### config.mk
export PLATFORM = sky130hd
export DESIGN_NAME = bus_alu_datapath
export DESIGN_NICKNAME = d
export VERILOG_FILES = /design/src/rtl/bus_alu_datapath.sv
export SDC_FILE = /design/constraint.sdc
export NUM_CORES = 1
export LEC_CHECK = 0
export BUFFER_PORTS_ARGS = -buffer_cell sky130_fd_sc_hd__buf_2
export CAP_MARGIN = 25
export CORE_MARGIN = 5
export CORE_UTILIZATION = 23
export CTS_CLUSTER_DIAMETER = 200
export DETAILED_ROUTE_END_ITERATION = 12
export GPL_TIMING_DRIVEN = 0
export PLACE_DENSITY = 0.35
export SYNTH_ARGS = -nofsm -noshare
export SYNTH_HDL_FRONTEND = slang
export SYNTH_SLANG_ARGS = --single-unit
### constraint.sdc
create_clock -name clk -period 2.93 [get_ports clk]
set_input_delay 0.293 -clock clk [delete_from_list [all_inputs] [get_ports clk]]
set_output_delay 0.293 -clock clk [all_outputs]
set_load 0.02 [all_outputs]
### src/rtl/bus_alu_datapath.sv
// ---------------------------------------------------------------------------
// bus_alu_datapath
// Small register-file ALU behind a valid/ready command channel and a
// valid/ready response channel. r0 is the accumulator for ADD/SUB/AND/OR/XOR.
// Each command walks IDLE -> OPND -> EXEC -> RESP -> IDLE.
//
// Parameters
//   WIDTH  datapath / register width (4..32)
//   NREGS  register-file depth, r0 = accumulator (2..16)
//
// Ports
//   clk        rising-edge clock
//   rst        asynchronous active-high reset
//   cmd_valid  command present
//   cmd_ready  block can accept a command (IDLE only)
//   cmd_op     opcode: 0 READ, 1 LDI, 2 MOV, 3 ADD, 4 SUB, 5 AND, 6 OR, 7 XOR
//   cmd_dst    destination register index (LDI/MOV)
//   cmd_src    source register index (READ/MOV/ALU ops)
//   cmd_imm    immediate for LDI
//   rsp_valid  response present, held until rsp_ready
//   rsp_ready  response consumer ready
//   rsp_data   value written, or value read for READ; 0 on error
//   rsp_err    an index used by the command was >= NREGS
//   acc_out    live copy of r0
//   flags      {NF, ZF, CF}
//
// Build option
//   BUS_ALU_SATURATE_EN  defined: ADD clamps to all-ones on carry and SUB
//                        clamps to 0 on borrow. Undefined: both wrap.
//
// state | meaning
// ------+--------------------------------------------------------------
// IDLE  | cmd_ready=1, waiting for cmd_valid
// OPND  | latch r[src] onto the operand bus register
// EXEC  | compute, write back, update flags, raise rsp_valid
// RESP  | hold response until rsp_ready
// ---------------------------------------------------------------------------
module bus_alu_datapath #(
    parameter int WIDTH = 8,
    parameter int NREGS = 4
) (
    input  logic             clk,
    input  logic             rst,
    input  logic             cmd_valid,
    output logic             cmd_ready,
    input  logic [2:0]       cmd_op,
    input  logic [3:0]       cmd_dst,
    input  logic [3:0]       cmd_src,
    input  logic [WIDTH-1:0] cmd_imm,
    output logic             rsp_valid,
    input  logic             rsp_ready,
    output logic [WIDTH-1:0] rsp_data,
    output logic             rsp_err,
    output logic [WIDTH-1:0] acc_out,
    output logic [2:0]       flags
);

    typedef enum logic [1:0] {IDLE, OPND, EXEC, RESP} state_t;

    localparam logic [2:0] OP_READ = 3'd0;
    localparam logic [2:0] OP_LDI  = 3'd1;
    localparam logic [2:0] OP_MOV  = 3'd2;
    localparam logic [2:0] OP_ADD  = 3'd3;
    localparam logic [2:0] OP_SUB  = 3'd4;
    localparam logic [2:0] OP_AND  = 3'd5;
    localparam logic [2:0] OP_OR   = 3'd6;
    localparam logic [2:0] OP_XOR  = 3'd7;

    // 5 bits so NREGS=16 is representable
    localparam logic [4:0] NREGS_L = 5'(NREGS);

    state_t           state;
    logic [2:0]       op_q;
    logic [3:0]       dst_q;
    logic [3:0]       src_q;
    logic [WIDTH-1:0] imm_q;
    logic [WIDTH-1:0] opnd_q;
    logic [WIDTH-1:0] regs [NREGS];
    logic             nf, zf, cf;

    logic             src_bad, dst_bad, uses_src, uses_dst, cmd_err;
    logic [WIDTH-1:0] res;
    logic             we, flag_upd, cf_n;
    logic [3:0]       widx;
    logic [WIDTH:0]   sum, diff;

    assign acc_out = regs[0];
    assign flags   = {nf, zf, cf};

    function automatic logic [WIDTH-1:0] rd_reg(input logic [3:0] idx);
        logic [WIDTH-1:0] v;
        v = '0;
        for (int i = 0; i < NREGS; i++) begin
            if (idx == 4'(i)) v = regs[i];
        end
        return v;
    endfunction

    assign src_bad  = {1'b0, src_q} >= NREGS_L;
    assign dst_bad  = {1'b0, dst_q} >= NREGS_L;
    assign uses_src = (op_q != OP_LDI);
    assign uses_dst = (op_q == OP_LDI) || (op_q == OP_MOV);
    assign cmd_err  = (uses_src && src_bad) || (uses_dst && dst_bad);

    // r0 cannot change between OPND and EXEC, so regs[0] here is r0 as seen
    // at the OPND edge (ADD r0,r0 doubles r0).
    assign sum  = {1'b0, regs[0]} + {1'b0, opnd_q};
    assign diff = {1'b0, regs[0]} - {1'b0, opnd_q};

    always_comb begin
        res      = '0;
        we       = 1'b0;
        flag_upd = 1'b0;
        cf_n     = 1'b0;
        widx     = 4'd0;
        case (op_q)
            OP_READ: res = opnd_q;
            OP_LDI: begin
                res  = imm_q;
                we   = 1'b1;
                widx = dst_q;
            end
            OP_MOV: begin
                res  = opnd_q;
                we   = 1'b1;
                widx = dst_q;
            end
            OP_ADD: begin
                cf_n = sum[WIDTH];
`ifdef BUS_ALU_SATURATE_EN
                res  = sum[WIDTH] ? {WIDTH{1'b1}} : sum[WIDTH-1:0];
`else
                res  = sum[WIDTH-1:0];
`endif
                we       = 1'b1;
                flag_upd = 1'b1;
            end
            OP_SUB: begin
                cf_n = diff[WIDTH];
`ifdef BUS_ALU_SATURATE_EN
                res  = diff[WIDTH] ? {WIDTH{1'b0}} : diff[WIDTH-1:0];
`else
                res  = diff[WIDTH-1:0];
`endif
                we       = 1'b1;
                flag_upd = 1'b1;
            end
            OP_AND: begin
                res      = regs[0] & opnd_q;
                we       = 1'b1;
                flag_upd = 1'b1;
            end
            OP_OR: begin
                res      = regs[0] | opnd_q;
                we       = 1'b1;
                flag_upd = 1'b1;
            end
            OP_XOR: begin
                res      = regs[0] ^ opnd_q;
                we       = 1'b1;
                flag_upd = 1'b1;
            end
            default: res = '0;
        endcase
        if (cmd_err) begin
            res      = '0;
            we       = 1'b0;
            flag_upd = 1'b0;
        end
    end

    always_ff @(posedge clk or posedge rst) begin
        if (rst) begin
            state     <= IDLE;
            cmd_ready <= 1'b0;
            rsp_valid <= 1'b0;
            rsp_err   <= 1'b0;
            rsp_data  <= '0;
            op_q      <= '0;
            dst_q     <= '0;
            src_q     <= '0;
            imm_q     <= '0;
            opnd_q    <= '0;
            nf        <= 1'b0;
            zf        <= 1'b0;
            cf        <= 1'b0;
            for (int i = 0; i < NREGS; i++) regs[i] <= '0;
        end else begin
            case (state)
                IDLE: begin
                    if (cmd_valid && cmd_ready) begin
                        op_q      <= cmd_op;
                        dst_q     <= cmd_dst;
                        src_q     <= cmd_src;
                        imm_q     <= cmd_imm;
                        cmd_ready <= 1'b0;
                        state     <= OPND;
                    end else begin
                        cmd_ready <= 1'b1;
                    end
                end
                OPND: begin
                    opnd_q <= src_bad ? '0 : rd_reg(src_q);
                    state  <= EXEC;
                end
                EXEC: begin
                    if (we) begin
                        for (int i = 0; i < NREGS; i++) begin
                            if (widx == 4'(i)) regs[i] <= res;
                        end
                    end
                    if (flag_upd) begin
                        nf <= res[WIDTH-1];
                        zf <= (res == '0);
                        cf <= cf_n;
                    end
                    rsp_data  <= res;
                    rsp_err   <= cmd_err;
                    rsp_valid <= 1'b1;
                    state     <= RESP;
                end
                RESP: begin
                    if (rsp_ready) begin
                        rsp_valid <= 1'b0;
                        cmd_ready <= 1'b1;
                        state     <= IDLE;
                    end
                end
                default: state <= IDLE;
            endcase
        end
    end

endmodule
==> results.json, run 1 <==
{
  "outcome": "finished, final reports clean",
  "ff2ff_setup_slack_ns": 0.13,
  "wl_met2_um": 6060,
  "p_seq_share_pct": 28.4,
  "initial_core_util_pct": 23.3,
  "tritoncts": "built",
  "peakVddDrop_mv": 0.245,
  "crit_slowest_cell": "or4_4",
  "cp-startpoint": "acc_out[0]",
  "rr_worst_depth": 11,
  "fin_crit_ns": 2.80,
  "cp_cell_sequence": "inv_1, ha_1, inv_1, fa_1, nand2b_1, a21oi_1, or4_4, a31oi_4, a22oi_2, o2111ai_1, o31ai_2",
  "syn_area_per_cell_um2": 10.8,
  "drive_above_1_share_pct": 36.1,
  "dp_hpwl_um": 10600,
  "synthSimpleGateAreaFrac_pct": 10.8,
  "synth_area_mm2": 0.00468,
  "pwr-share-comb_pct": 54.0,
  "tightestPinTransition_ns": 0.751,
  "arrival_ns": 3.02,
  "top_level_ports": 45,
  "r2r-start": "acc_out[0]",
  "insertion_delay_ns": 0.34,
  "avgRoutedWirePerCell_um": 17.5,
  "antenna_found_initial": 0,
  "wl_um": 13500,
  "grt_pass1_vias": 3556,
  "power.switching_mw": 2.56,
  "yosys-top-cells-area": "dfrtp_1, mux2_2, ha_1, mux4_2, o21ai_0",
  "slew_violations": 0,
  "top_layer": "met4",
  "grt_max_degree": 51,
  "io_buffer_count": 44,
  "dr_wl_met3_um": 347,
  "cellInternalPower_mw": 3.25,
  "grt_remaining_overflow": 0,
  "setup_ws_ns": 0.126,
  "synth_ff_type": "dfrtp_1",
  "drt_iter0_markers": 135,
  "worstSetupPathDepth": 11,
  "syn_nets": 488,
  "firstDrtPassIters": 4,
  "synthMostInstantiatedCell": "dfrtp_1",
  "hold_start": "rsp_ready",
  "vias": 3451,
  "area_growth_pct": 20.9,
  "holdCritPathClass": "input port to flop",
  "ys_warn_count": 0,
  "synth_top_family_by_area": "multiplexers",
  "via_per_inst": 4.48,
  "cts_max_level": 3,
  "synth_seq_area_share_pct": 40.1,
  "critPathKind": "flop to flop",
  "clock_sinks": 75,
  "path_max_fanout": 4,
  "relSlewSlack_pct": 49.9,
  "min_period_over_period_pct": 95.7,
  "root_buffer": "clkbuf_16",
  "worstPathRequired_ns": 3.14,
  "muxShareOfSynthArea_pct": 17.8,
  "synthAdderAreaFrac_pct": 8.34,
  "crit_path_end_kind": "flop",
  "swShare_pct": 44.1,
  "crit_path_start_kind": "flop",
  "synth-compound-area-share_pct": 15.8,
  "core-area_mm2": 0.0201,
  "r2r-end": "zf",
  "slowest_delay_ns": 0.45,
  "grt.total_usage_pct": 11.7,
  "cts.reportedPaths.clkPinSlew_ns": 0.07,
  "critical_path_buf_inv_count": 2,
  "yosys.area_share.xor_xnor_pct": 0.748,
  "clock.fmax_ghz": 0.357,
  "crit_top_cell": "inv_1",
  "final_hold_viol_count": 0,
  "synthCells": 435,
  "antenna_cells": 0,
  "drv_cap": 0,
  "synth_edf_count": 0,
  "synth_top_area_cell": "dfrtp_1",
  "setup_viol": 0,
  "die_w_um": 153,
  "yosys-top-cells-count": "dfrtp_1, mux2_2, inv_1",
  "drc": 0,
  "whs_ns": 0.152,
  "clk_path_buf_depth": 2,
  "wl_met1_um": 6820,
  "async_flop_share_pct": 100,
  "nets": 549,
  "pre_cts_ws_ns": -0.275,
  "critical-path-top-delay-family": "compound AO/OA/AOI/OAI gates",
  "die_area_mm2": 0.0233,
  "rsz0062_at_grt": "no",
  "pwr-share-clk_pct": 17.6,
  "gp_congestion": 0.835,
  "synth-seq-cells": 75,
  "ys_types": 66,
  "p_per_area_mw_per_mm2": 1030,
  "crit_end": "zf",
  "p_leak_nw": 2.48,
  "fp-row-count": 52,
  "antenna_left": 0,
  "synth_top_area_share_pct": 40.1,
  "die_y_um": 153,
  "grt_pass1_wl_um": 21300,
  "cts_buffers": 9,
  "worst_clock_skew_ns": 0.0100
}
## kinds of logic (layout without fill, tap and decap cells)
family          Yosys count  in the layout
xor+xnor                  4              4
buf+inv                  64            130
simple gates             93             93
mux                      66             66
fa+ha+maj                30             30
compound gates          103            103
flops                    75             75
## flip-flops by register name (all words and copies together) (netlist names)
| signal | cells |
|---|---|
| regs | 24 |
| opnd_q | 8 |
| rsp_data | 8 |
| state | 2 |
| acc_out | 8 |
| nf | 1 |
| rsp_valid | 1 |
| cf | 1 |
| src_q | 4 |
| rsp_err | 1 |
| zf | 1 |
| cmd_ready | 1 |
| imm_q | 8 |
| op_q | 3 |
| dst_q | 4 |
## routing by layer
| layer | global-route usage [%] | vias to the layer above |
|---|---|---|
| met3 | 2.30 | 14 |
| met4 | 3.95 | 0 |
| li1 | - | 1681 |
| met1 | 16.7 | 1704 |
| met5 | 0 | - |
| met2 | 17.8 | 52 |
## stage by stage
| stage | TNS [ns] | std cells | instance area, um^2 | util [%] | power [mW] |
|---|---|---|---|---|---|
| after floorplan | 0 | 435 | 4680 | - | 3.80 |
| after global placement | -32.62 | 749 | 5240 | 26.1 | 4.69 |
| after detailed placement | -2.42 | 750 | 5270 | 26.2 | 4.71 |
| after CTS | 0 | 769 | 5590 | 27.8 | 5.84 |
| after global routing | 0 | 771 | 5660 | 28.1 | 6.27 |
| final | 0 | 771 | 5660 | 28.1 | 5.81 |
## worst reg2reg max path, delay by kind of cell, from the launching register on
kind,cells,cell delay (ns)
compound gates,5,0.82
fa+ha+maj,2,0.61
simple gates,2,0.61
flops,1,0.43
buf+inv,2,0.21
## power groups by stage
stage | Combinational (mW) | Sequential, mW | Clock [mW]
6_report | 3.14 | 1.65 | 1.02
4_1_cts | 3.11 | 1.67 | 1.07
3_5_place_dp | 3.03 | 1.68 | 0
5_1_grt | 3.45 | 1.70 | 1.12
3_3_place_gp | 3.02 | 1.67 | 0
2_1_floorplan | 2.15 | 1.64 | 0
## cell type report
type	count	area, um^2
Inverter	31	119
Clock inverter	5	30.0
Clock buffer	11	233
Tap cell	270	338
Multi-Input combinational cell	296	2590
Sequential cell	75	1880
Timing Repair Buffer	51	295
Fill cell	2138	14400
Buffer	32	180
## timing repair
item | 4_1_cts | 5_1_grt
setup buffers | 2 | 3
setup endpoints to repair | 12 | 17
pin swaps | 1 | 1
hold buffers | 1 | 0
hold endpoints to repair | 25 | 0
resized for setup | 6 | 7
## worst min path at each step
stage | to | cells past startpoint
6_report | rsp_valid | 2
5_1_grt | rsp_valid | 2
2_1_floorplan | rsp_valid | 1
4_1_cts | rsp_valid | 2
3_5_place_dp | src_q[1] | 2
3_3_place_gp | rsp_err | 1
## cell usage in the layout (no fill, tap or decap), drive strengths merged, types with 3 or more instances in the layout
master  instances
dfrtp          75
buf            73
mux2           57
inv            31
o21ai          30
ha             28
nor2           26
nand2          21
clkbuf         20
a21oi          17
nand3          11
mux4            8
nand2b          7
nor3            6
nor2b           5
o211ai          5
a211oi          5
a31oi           5
o221a           4
xnor2           4
a22oi           4
or2             3
a211o           3
nand3b          3
o21a            3
clkinv          3
o31ai           3
or4             3
nor4            3
Power figures use the tool's default switching activity.
==> run 2, diff against run 1 <==
Settings changed: CORE_UTILIZATION 23 to 55, PLACE_DENSITY 0.35 to 0.72.
==> run 2 against run 1 <==
Effect of this change:
- worst hold slack lost 0.038 ns
- first-iteration DRC count up 22%
- combinational power down 5%
- final area down 5.8%
- non-clock buffer count is 3 lower
- core utilization grew 36 points
- clock power shrank 10%
- critical endpoint is now acc_out[7]
- largest cell class unchanged
- highest routed layer unchanged
==> results.json, run 2 (same netlist as run 1, synthesis figures left out) <==
{
  "min_period_over_period_pct": 94.3,
  "tritoncts": "built",
  "ff2ff_setup_slack_ns": 0.17,
  "r2r-start": "acc_out[1]",
  "fin_crit_ns": 2.76,
  "antenna_left": 0,
  "cts_max_level": 3,
  "path_max_fanout": 7,
  "critPathKind": "flop to flop",
  "final_common_cell": "dfrtp_1",
  "final_cell_mix": "dfrtp_1, mux2_2, buf_2",
  "p_per_area_mw_per_mm2": 1040,
  "firstDrtPassIters": 5,
  "slew_violations": 0,
  "clock.fmax_ghz": 0.362,
  "die_y_um": 102,
  "power_mw": 5.53,
  "clock_sinks": 75,
  "pwr-share-comb_pct": 53.7,
  "relSlewSlack_pct": 54.3,
  "drive_above_1_share_pct": 34.9,
  "clk_path_buf_depth": 2,
  "initial_core_util_pct": 56.7,
  "cts.reportedPaths.clkPinSlew_ns": 0.09,
  "cts_buffers": 9,
  "die_w_um": 102,
  "area_growth_pct": 13.9,
  "r2r-end": "acc_out[7]",
  "setup_viol": 0,
  "dp_hpwl_um": 8450,
  "nets": 546,
  "power.switching_mw": 2.41,
  "grt.total_usage_pct": 23.0,
  "rr_worst_depth": 10,
  "avgRoutedWirePerCell_um": 18.4,
  "pwr-share-clk_pct": 16.6,
  "top_level_ports": 45,
  "grt_pass1_wl_um": 18500,
  "grt_max_degree": 76,
  "slowest_delay_ns": 0.45,
  "arrival_ns": 3.00,
  "grt_pass1_vias": 3552,
  "drt_iter0_markers": 165,
  "crit_path_end_kind": "flop",
  "crit_slowest_cell": "dfrtp_2",
  "die_area_mm2": 0.0105,
  "vias": 3553,
  "p_leak_nw": 2.44,
  "largest_reg_flops": 24,
  "drv_cap": 0,
  "setup_ws_ns": 0.168,
  "core-area_mm2": 0.00826,
  "cellInternalPower_mw": 3.12,
  "fillers": 703,
  "fp-row-count": 33,
  "io_buffer_count": 44,
  "cp-startpoint": "acc_out[1]",
  "via_per_inst": 5.89,
  "root_buffer": "clkbuf_8",
  "outcome": "finished, final reports clean",
  "seq_area_mm2": 0.00188,
  "whs_path_depth": 2,
  "multi_input_area_mm2": 0.00253,
  "insertion_delay_ns": 0.36,
  "tightestPinTransition_ns": 0.685,
  "largest_register": "regs",
  "holdCritPathClass": "input port to flop",
  "cp_cell_sequence": "inv_1, ha_1, a211oi_2, o21bai_1, a211o_1, a31oi_1, o221a_2, nor3_2, buf_4, mux2_2",
  "pre_cts_ws_ns": -0.0932,
  "rsz0062_at_grt": "no",
  "p_seq_share_pct": 29.7,
  "gp_congestion": 0.976,
  "crit_end": "acc_out[7]",
  "wl_um": 11100,
  "antenna_cells": 0,
  "drc": 0,
  "crit_path_start_kind": "flop",
  "grt_remaining_overflow": 0,
  "worst_clock_skew_ns": 0.0133,
  "swShare_pct": 43.6,
  "final_hold_viol_count": 0,
  "antenna_found_initial": 0,
  "peakVddDrop_mv": 0.532,
  "worstPathRequired_ns": 3.17
}
[run 2: changes by cell type in the layout (fill, tap and decap cells not counted), sizes merged]
cell      before  now
buf           73   69
bufinv         0    2
clkinv         3    0
clkinvlp       2    1
inv           31   34
[run 2: timing repair]
| action | 4_1_cts | 5_1_grt |
|---|---|---|
| buffers inserted | 1 | 0 |
| resized for setup | 0 | 5 |
| setup endpoints to repair | 7 | 14 |
| endpoints found under the hold margin | 0 | 2 |
| hold buffers | 0 | 1 |
| pin swaps | 1 | 0 |
[run 2: critical path: cells and delay by family (launching register included)]
family | cells | cell delay (ns)
AND/OR/NAND/NOR | 1 | 0.04
adder cells (fa/ha/maj) | 1 | 0.36
flip-flops | 1 | 0.45
multiplexers | 1 | 0.26
buffers and inverters | 2 | 0.30
AO/OA/AOI/OAI | 5 | 1.25
[run 2: power by group through the flow]
stage,logic [mW],clock network [mW],registers (mW)
after floorplan,2.15,0,1.64
after global placement,2.85,0,1.64
after detailed placement,2.90,0,1.66
final,2.97,0.917,1.64
after global routing,3.26,0.985,1.70
after CTS,2.93,0.940,1.64
[run 2: worst min-delay path by stage]
stage / startpoint / slack (ns) / to
after global placement: rsp_err / 0.46 / rsp_err
after CTS: rsp_ready / 0.1 / rsp_valid
after global routing: rsp_ready / 0.09 / rsp_valid
final: rsp_ready / 0.11 / rsp_valid
after detailed placement: rsp_err / 0.46 / rsp_err
after floorplan: rsp_ready / 0.38 / rsp_valid
[run 2: area by class of cell]
cell class / count / area share, %
Clock inverter: 6 / 1.81
Inverter: 31 / 2.23
Sequential cell: 75 / 35.2
Buffer: 33 / 3.45
Tap cell: 105 / 2.46
Multi-Input combinational cell: 296 / 47.4
Clock buffer: 10 / 2.39
Timing Repair Buffer: 47 / 4.98
[run 2: routing by layer]
layer | routed length [um] | track usage [%] | up-vias
met4 | 184 | 6.16 | 0
li1 | - | - | 1681
met2 | 5260 | 36.3 | 112
met3 | 539 | 4.85 | 19
met1 | 5100 | 32.4 | 1741
met5 | 0 | 0 | -
[run 2: stage by stage]
step | hold WS, ns | cells | area [um^2] | util (%) | setup TNS [ns]
after floorplan | 0.383 | 435 | 4680 | - | 0
after global placement | 0.461 | 584 | 5030 | 60.9 | -5.22
after detailed placement | 0.462 | 584 | 5030 | 61.0 | -0.538
after CTS | 0.0999 | 601 | 5270 | 63.8 | 0
after global routing | 0.0948 | 603 | 5330 | 64.5 | 0
final | 0.114 | 603 | 5330 | 64.5 | 0
